<file path="config.mk">
export PLATFORM = sky130hd
export DESIGN_NAME = mem8x8_ctrl
export DESIGN_NICKNAME = d
export VERILOG_FILES = /design/src/rtl/mem8x8_ctrl_pkg.sv /design/src/rtl/mem8x8_ctrl_rr_arb2.sv /design/src/rtl/mem8x8_ctrl.sv
export SDC_FILE = /design/constraint.sdc
export NUM_CORES = 1
export LEC_CHECK = 0
export BUFFER_PORTS_ARGS = -buffer_cell sky130_fd_sc_hd__buf_2
export CORE_ASPECT_RATIO = 0.75
export CORE_UTILIZATION = 35
export CTS_CLUSTER_SIZE = 14
export DETAILED_ROUTE_END_ITERATION = 10
export GPL_TIMING_DRIVEN = 0
export PLACE_DENSITY = 0.58
export SLEW_MARGIN = 20
export SYNTH_ARGS = -nofsm -noshare
export SYNTH_HDL_FRONTEND = slang
export SYNTH_HIERARCHICAL = 1
export SYNTH_SLANG_ARGS = --single-unit
</file>
<file path="constraint.sdc">
create_clock -name clk -period 3.8 [get_ports clk]
set_input_delay 0.38 -clock clk [delete_from_list [all_inputs] [get_ports clk]]
set_output_delay 0.38 -clock clk [all_outputs]
set_load 0.005 [all_outputs]
</file>
<file path="src/rtl/mem8x8_ctrl_pkg.sv">
// Shared definitions for the mem8x8 access controller: default widths,
// bytecell op encodings, grant encodings and FSM state encodings.
`timescale 1ns/1ps
package mem8x8_ctrl_pkg;

    localparam int DATA_W_DEF = 8;
    localparam int ADDR_W_DEF = 3;

    localparam logic OP_WRITE = 1'b0;
    localparam logic OP_READ  = 1'b1;

    localparam logic GRANT_A = 1'b0;
    localparam logic GRANT_B = 1'b1;

    typedef enum logic [2:0] {
        ST_IDLE   = 3'd0,
        ST_SETUP  = 3'd1,
        ST_ACCESS = 3'd2,
        ST_HOLD   = 3'd3,
        ST_DONE   = 3'd4
    } state_t;

endpackage

</file>
<file path="src/rtl/mem8x8_ctrl_rr_arb2.sv">
// Two-way arbiter for the mem8x8 controller.
// Default: round-robin, simultaneous requests go to the side not granted last.
// MEM_CTRL_FIXED_PRIO_EN: fixed priority, A always wins, last_grant ignored.
`timescale 1ns/1ps
module rr_arb2
    import mem8x8_ctrl_pkg::*;
(
    input  logic req_a,
    input  logic req_b,
    input  logic last_grant,
    output logic gnt_a,
    output logic gnt_b
);

`ifdef MEM_CTRL_FIXED_PRIO_EN
    logic unused_last_grant;
    assign unused_last_grant = last_grant;

    // A has absolute priority over B
    always_comb begin
        gnt_a = req_a;
        gnt_b = req_b & ~req_a;
    end
`else
    // single request wins outright; a tie goes to whoever was not served last
    always_comb begin
        gnt_a = 1'b0;
        gnt_b = 1'b0;
        if (req_a && req_b) begin
            gnt_a = (last_grant == GRANT_B);
            gnt_b = (last_grant == GRANT_A);
        end else begin
            gnt_a = req_a;
            gnt_b = req_b;
        end
    end
`endif

endmodule

</file>
<file path="src/rtl/mem8x8_ctrl.sv">
// Two-port access controller for the 8x8 bytecell array. Arbitrates A/B,
// sequences op/inp around a one-hot sel pulse and captures read data.
// Arbitration mode selected by MEM_CTRL_FIXED_PRIO_EN (see rr_arb2).
//
// state  | meaning
// IDLE   | sel=0, op=read; waits for a request, latches winner's command
// SETUP  | op/inp driven from latched command, sel still low
// ACCESS | sel=1<<addr for ACCESS_CYC cycles; read data captured on last one
// HOLD   | sel dropped, op/inp still held
// DONE   | winner's ack pulse; op back to read, inp back to 0
`timescale 1ns/1ps
module mem8x8_ctrl
    import mem8x8_ctrl_pkg::*;
#(
    parameter int DATA_W     = DATA_W_DEF,
    parameter int ADDR_W     = ADDR_W_DEF,
    parameter int ACCESS_CYC = 1
) (
    input  logic                   clk,
    input  logic                   rst_n,
    input  logic                   a_req,
    input  logic                   a_we,
    input  logic [ADDR_W-1:0]      a_addr,
    input  logic [DATA_W-1:0]      a_wdata,
    output logic                   a_ack,
    input  logic                   b_req,
    input  logic                   b_we,
    input  logic [ADDR_W-1:0]      b_addr,
    input  logic [DATA_W-1:0]      b_wdata,
    output logic                   b_ack,
    output logic [DATA_W-1:0]      rdata,
    output logic                   busy,
    output logic [(1<<ADDR_W)-1:0] mem_sel,
    output logic                   mem_op,
    output logic [DATA_W-1:0]      mem_inp,
    input  logic [DATA_W-1:0]      mem_outp
);

    localparam int DEPTH = 1 << ADDR_W;
    localparam logic [3:0] CNT_LOAD = 4'(ACCESS_CYC - 1);

    state_t              state, state_nxt;
    logic [3:0]          cnt;
    logic                cmd_we;
    logic [ADDR_W-1:0]   cmd_addr;
    logic [DATA_W-1:0]   cmd_wdata;
    logic                winner;
    logic                last_grant;
    logic                gnt_a, gnt_b;
    logic                any_req;
    logic                access_last;

    assign any_req     = a_req | b_req;
    assign access_last = (state == ST_ACCESS) && (cnt == 4'd0);

    rr_arb2 u_arb (
        .req_a      (a_req),
        .req_b      (b_req),
        .last_grant (last_grant),
        .gnt_a      (gnt_a),
        .gnt_b      (gnt_b)
    );

    // state register
    always_ff @(posedge clk or negedge rst_n) begin
        if (!rst_n) state <= ST_IDLE;
        else        state <= state_nxt;
    end

    // command latch, grant history, access down-counter and read capture
    always_ff @(posedge clk or negedge rst_n) begin
        if (!rst_n) begin
            cnt        <= 4'd0;
            cmd_we     <= 1'b0;
            cmd_addr   <= '0;
            cmd_wdata  <= '0;
            winner     <= GRANT_A;
            last_grant <= GRANT_B;
            rdata      <= '0;
        end else begin
            case (state)
                ST_IDLE: begin
                    if (any_req) begin
                        winner     <= gnt_b ? GRANT_B : GRANT_A;
                        last_grant <= gnt_b ? GRANT_B : GRANT_A;
                        cmd_we     <= gnt_b ? b_we    : a_we;
                        cmd_addr   <= gnt_b ? b_addr  : a_addr;
                        cmd_wdata  <= gnt_b ? b_wdata : a_wdata;
                    end
                end
                ST_SETUP: cnt <= CNT_LOAD;
                ST_ACCESS: begin
                    if (cnt != 4'd0) cnt <= cnt - 4'd1;
                    if (access_last && !cmd_we) rdata <= mem_outp;
                end
                default: ;
            endcase
        end
    end

    // next state
    always_comb begin
        state_nxt = state;
        case (state)
            ST_IDLE:   if (any_req) state_nxt = ST_SETUP;
            ST_SETUP:  state_nxt = ST_ACCESS;
            ST_ACCESS: if (access_last) state_nxt = ST_HOLD;
            ST_HOLD:   state_nxt = ST_DONE;
            ST_DONE:   state_nxt = ST_IDLE;
            default:   state_nxt = ST_IDLE;
        endcase
    end

    // memory bus and handshake outputs; op/inp framed around the sel pulse
    always_comb begin
        mem_sel = '0;
        mem_op  = OP_READ;
        mem_inp = '0;
        a_ack   = 1'b0;
        b_ack   = 1'b0;
        case (state)
            ST_SETUP, ST_ACCESS, ST_HOLD: begin
                mem_op  = cmd_we ? OP_WRITE : OP_READ;
                mem_inp = cmd_we ? cmd_wdata : '0;
                if (state == ST_ACCESS)
                    mem_sel = {{(DEPTH-1){1'b0}}, 1'b1} << cmd_addr;
            end
            ST_DONE: begin
                a_ack = (winner == GRANT_A);
                b_ack = (winner == GRANT_B);
            end
            default: ;
        endcase
    end

    assign busy = (state != ST_IDLE);

endmodule

</file>
==> flow_summary.json <==
{
  "status": "completed",
  "worstPathRequired_ns": 3.42,
  "pwr-share-comb_pct": 47.5,
  "crit_path_start": "state[1]$_DFFE_PN0P_",
  "ioPinCount": 64,
  "p_leak_nw": 0.9906,
  "htreeDepth": 2,
  "slew_viol_final": 0,
  "rows": 20,
  "arrival_ns": 2.10,
  "portBuffers": 63,
  "start_util_pct": 37.29,
  "startpoint_type": "register",
  "grt_max_degree": 30,
  "syn_avg_cell_area_sq_um": 11.73,
  "mostFrequentLayoutCells": "64 x buf_2, 28 x dfrtp_1, 26 x mux2_2, 13 x nor2_1",
  "gp_congestion": 0.6857,
  "rsz0062_at_grt": "no",
  "setup_viol": 0,
  "min_period_ns": 2.476,
  "fmax_ghz": 0.4039,
  "clk_pin_slew_ns": 0.06,
  "powerDensity_nw_per_um2": 731.6,
  "numCtsBuffers": 5,
  "cts_tree": "done",
  "hp-class": "in -> async",
  "yosys_warnings": 6,
  "place_area_sq_um": 1933,
  "clockPowerShare_pct": 16.3,
  "cts-root-buf": "clkbuf_8",
  "viasPerCell": 4.829,
  "ir_drop_uv": 257.2,
  "clock_sinks": 29,
  "netlist_instances": 132,
  "area_growth_pct": 30.13,
  "syn_area_sq_um": 1549,
  "post-cts-setup-buffer-count": 0,
  "syn-num-nets": 169,
  "grt_pass1_wl_microns": 5464,
  "stdcell_count": 258,
  "r2r_start": "cnt[0]$_DFFE_PN0P_",
  "grt_pass1_vias": 1257,
  "vias": 1246,
  "dieArea_sq_um": 4699,
  "design.core.area_sq_um": 4154,
  "grt_use_total_pct": 15.50,
  "die_y_microns": 59.62,
  "hpwl_microns": 2617,
  "critPathKind": "reg -> out",
  "final_area_sq_um": 2016,
  "wire_per_inst_microns": 13.29,
  "seq_power_share_pct": 36.2,
  "fin_crit_sh_pct": 65.15,
  "dp.cells": 250,
  "insertedDiodeCount": 0,
  "ant_nets": 0,
  "fin_setup_tns_ns": 0,
  "totalPowerFinal_mw": 1.475,
  "chipWidth_microns": 78.82,
  "drt_first_pass_iters": 4,
  "rrSetupSlack_ns": 1.69,
  "drcViolationCount": 0,
  "final_common_cell": "buf_2",
  "hold_viol": 0,
  "clk-insertion-delay-late_ns": 0.28,
  "clockBufferDepth": 2,
  "final_core_util_pct": 48.52,
  "swShare_pct": 34.09,
  "worstMarginPinSlew_ns": 0.9857,
  "skew_ns": 0.003928,
  "reg2reg_to": "rdata[4]$_DFFE_PN0P_",
  "end_kind": "output pin",
  "grt_antenna_before_repair": 0,
  "first_iter_violations": 60,
  "cp_max_fo": 10,
  "internal_power_uw": 971.9,
  "cap_violations": 0,
  "wl_microns": 3430,
  "p_sw_uw": 502.8,
  "slew_headroom_pct": 34.15,
  "cts_resized": 0,
  "holdBufCountCts": 0,
  "reg2reg_depth": 6,
  "drive_gt1_share_pct": 54.68,
  "nNetsFinal": 239,
  "grt_overflow": 0
}
power groups by stage:
stage	sequential [mW]	clock (mW)	combinational, mW
after detailed placement	0.539	0	0.709
after global routing	0.552	0.261	0.772
after global placement	0.531	0	0.687
after CTS	0.534	0.246	0.713
final	0.533	0.241	0.701
after floorplan	0.525	0	0.486
per-stage QoR:
| stage | setup WS (ns) | hold WS (ns) |
|---|---|---|
| 2_1_floorplan | 1.862 | 0.08441 |
| 3_3_place_gp | 1.675 | 0.4386 |
| 3_5_place_dp | 1.591 | 0.4469 |
| 4_1_cts | 1.288 | 0.1446 |
| 5_1_grt | 1.140 | 0.1689 |
| 6_report | 1.324 | 0.1242 |
critical path, stage by stage, from the launching register on:
cell	delay (ns)
dfrtp_1	0.33
buf_2	0.21
nor2_1	0.12
nor3b_1	0.81
and2_1	0.23
buf_2	0.11
metal layers:
metal | wire [microns] | global-route usage, % | vias to the layer above
li1 | - | - | 607
met1 | 1574 | 19.27 | 585
met2 | 1564 | 25.09 | 47
met3 | 228 | 4.615 | 7
met4 | 61 | 7.273 | 0
met5 | 0 | 0 | -
worst max-delay path by stage:
stage / endpoint / slack [ns] / depth (start not counted)
detailed placement: mem_inp[3] / 1.59 / 5
global route: mem_inp[3] / 1.14 / 5
CTS: mem_inp[5] / 1.29 / 5
global placement: cmd_addr[2]$_DFFE_PN0P_ / 1.68 / 5
floorplan: rdata[0]$_DFFE_PN0P_ / 1.86 / 6
finish: mem_inp[3] / 1.32 / 5
sequential cells by signal (all words and copies together) (netlist names):
| register | flops |
|---|---|
| cmd_wdata | 8 |
| winner | 1 |
| state | 3 |
| cmd_addr | 3 |
| cmd_we | 1 |
| last_grant | 1 |
| rdata | 8 |
| cnt | 4 |
layout make-up:
cell class,count,area [sq um]
Buffer,6,35.03
Clock buffer,6,72.57
Clock inverter,2,10.01
Fill cell,422,2138
Inverter,4,15.01
Multi-Input combinational cell,93,772.0
Sequential cell,29,726.9
Tap cell,55,68.82
Timing Repair Buffer,63,315.3
Note: power is estimated with default switching activity, not from simulation.
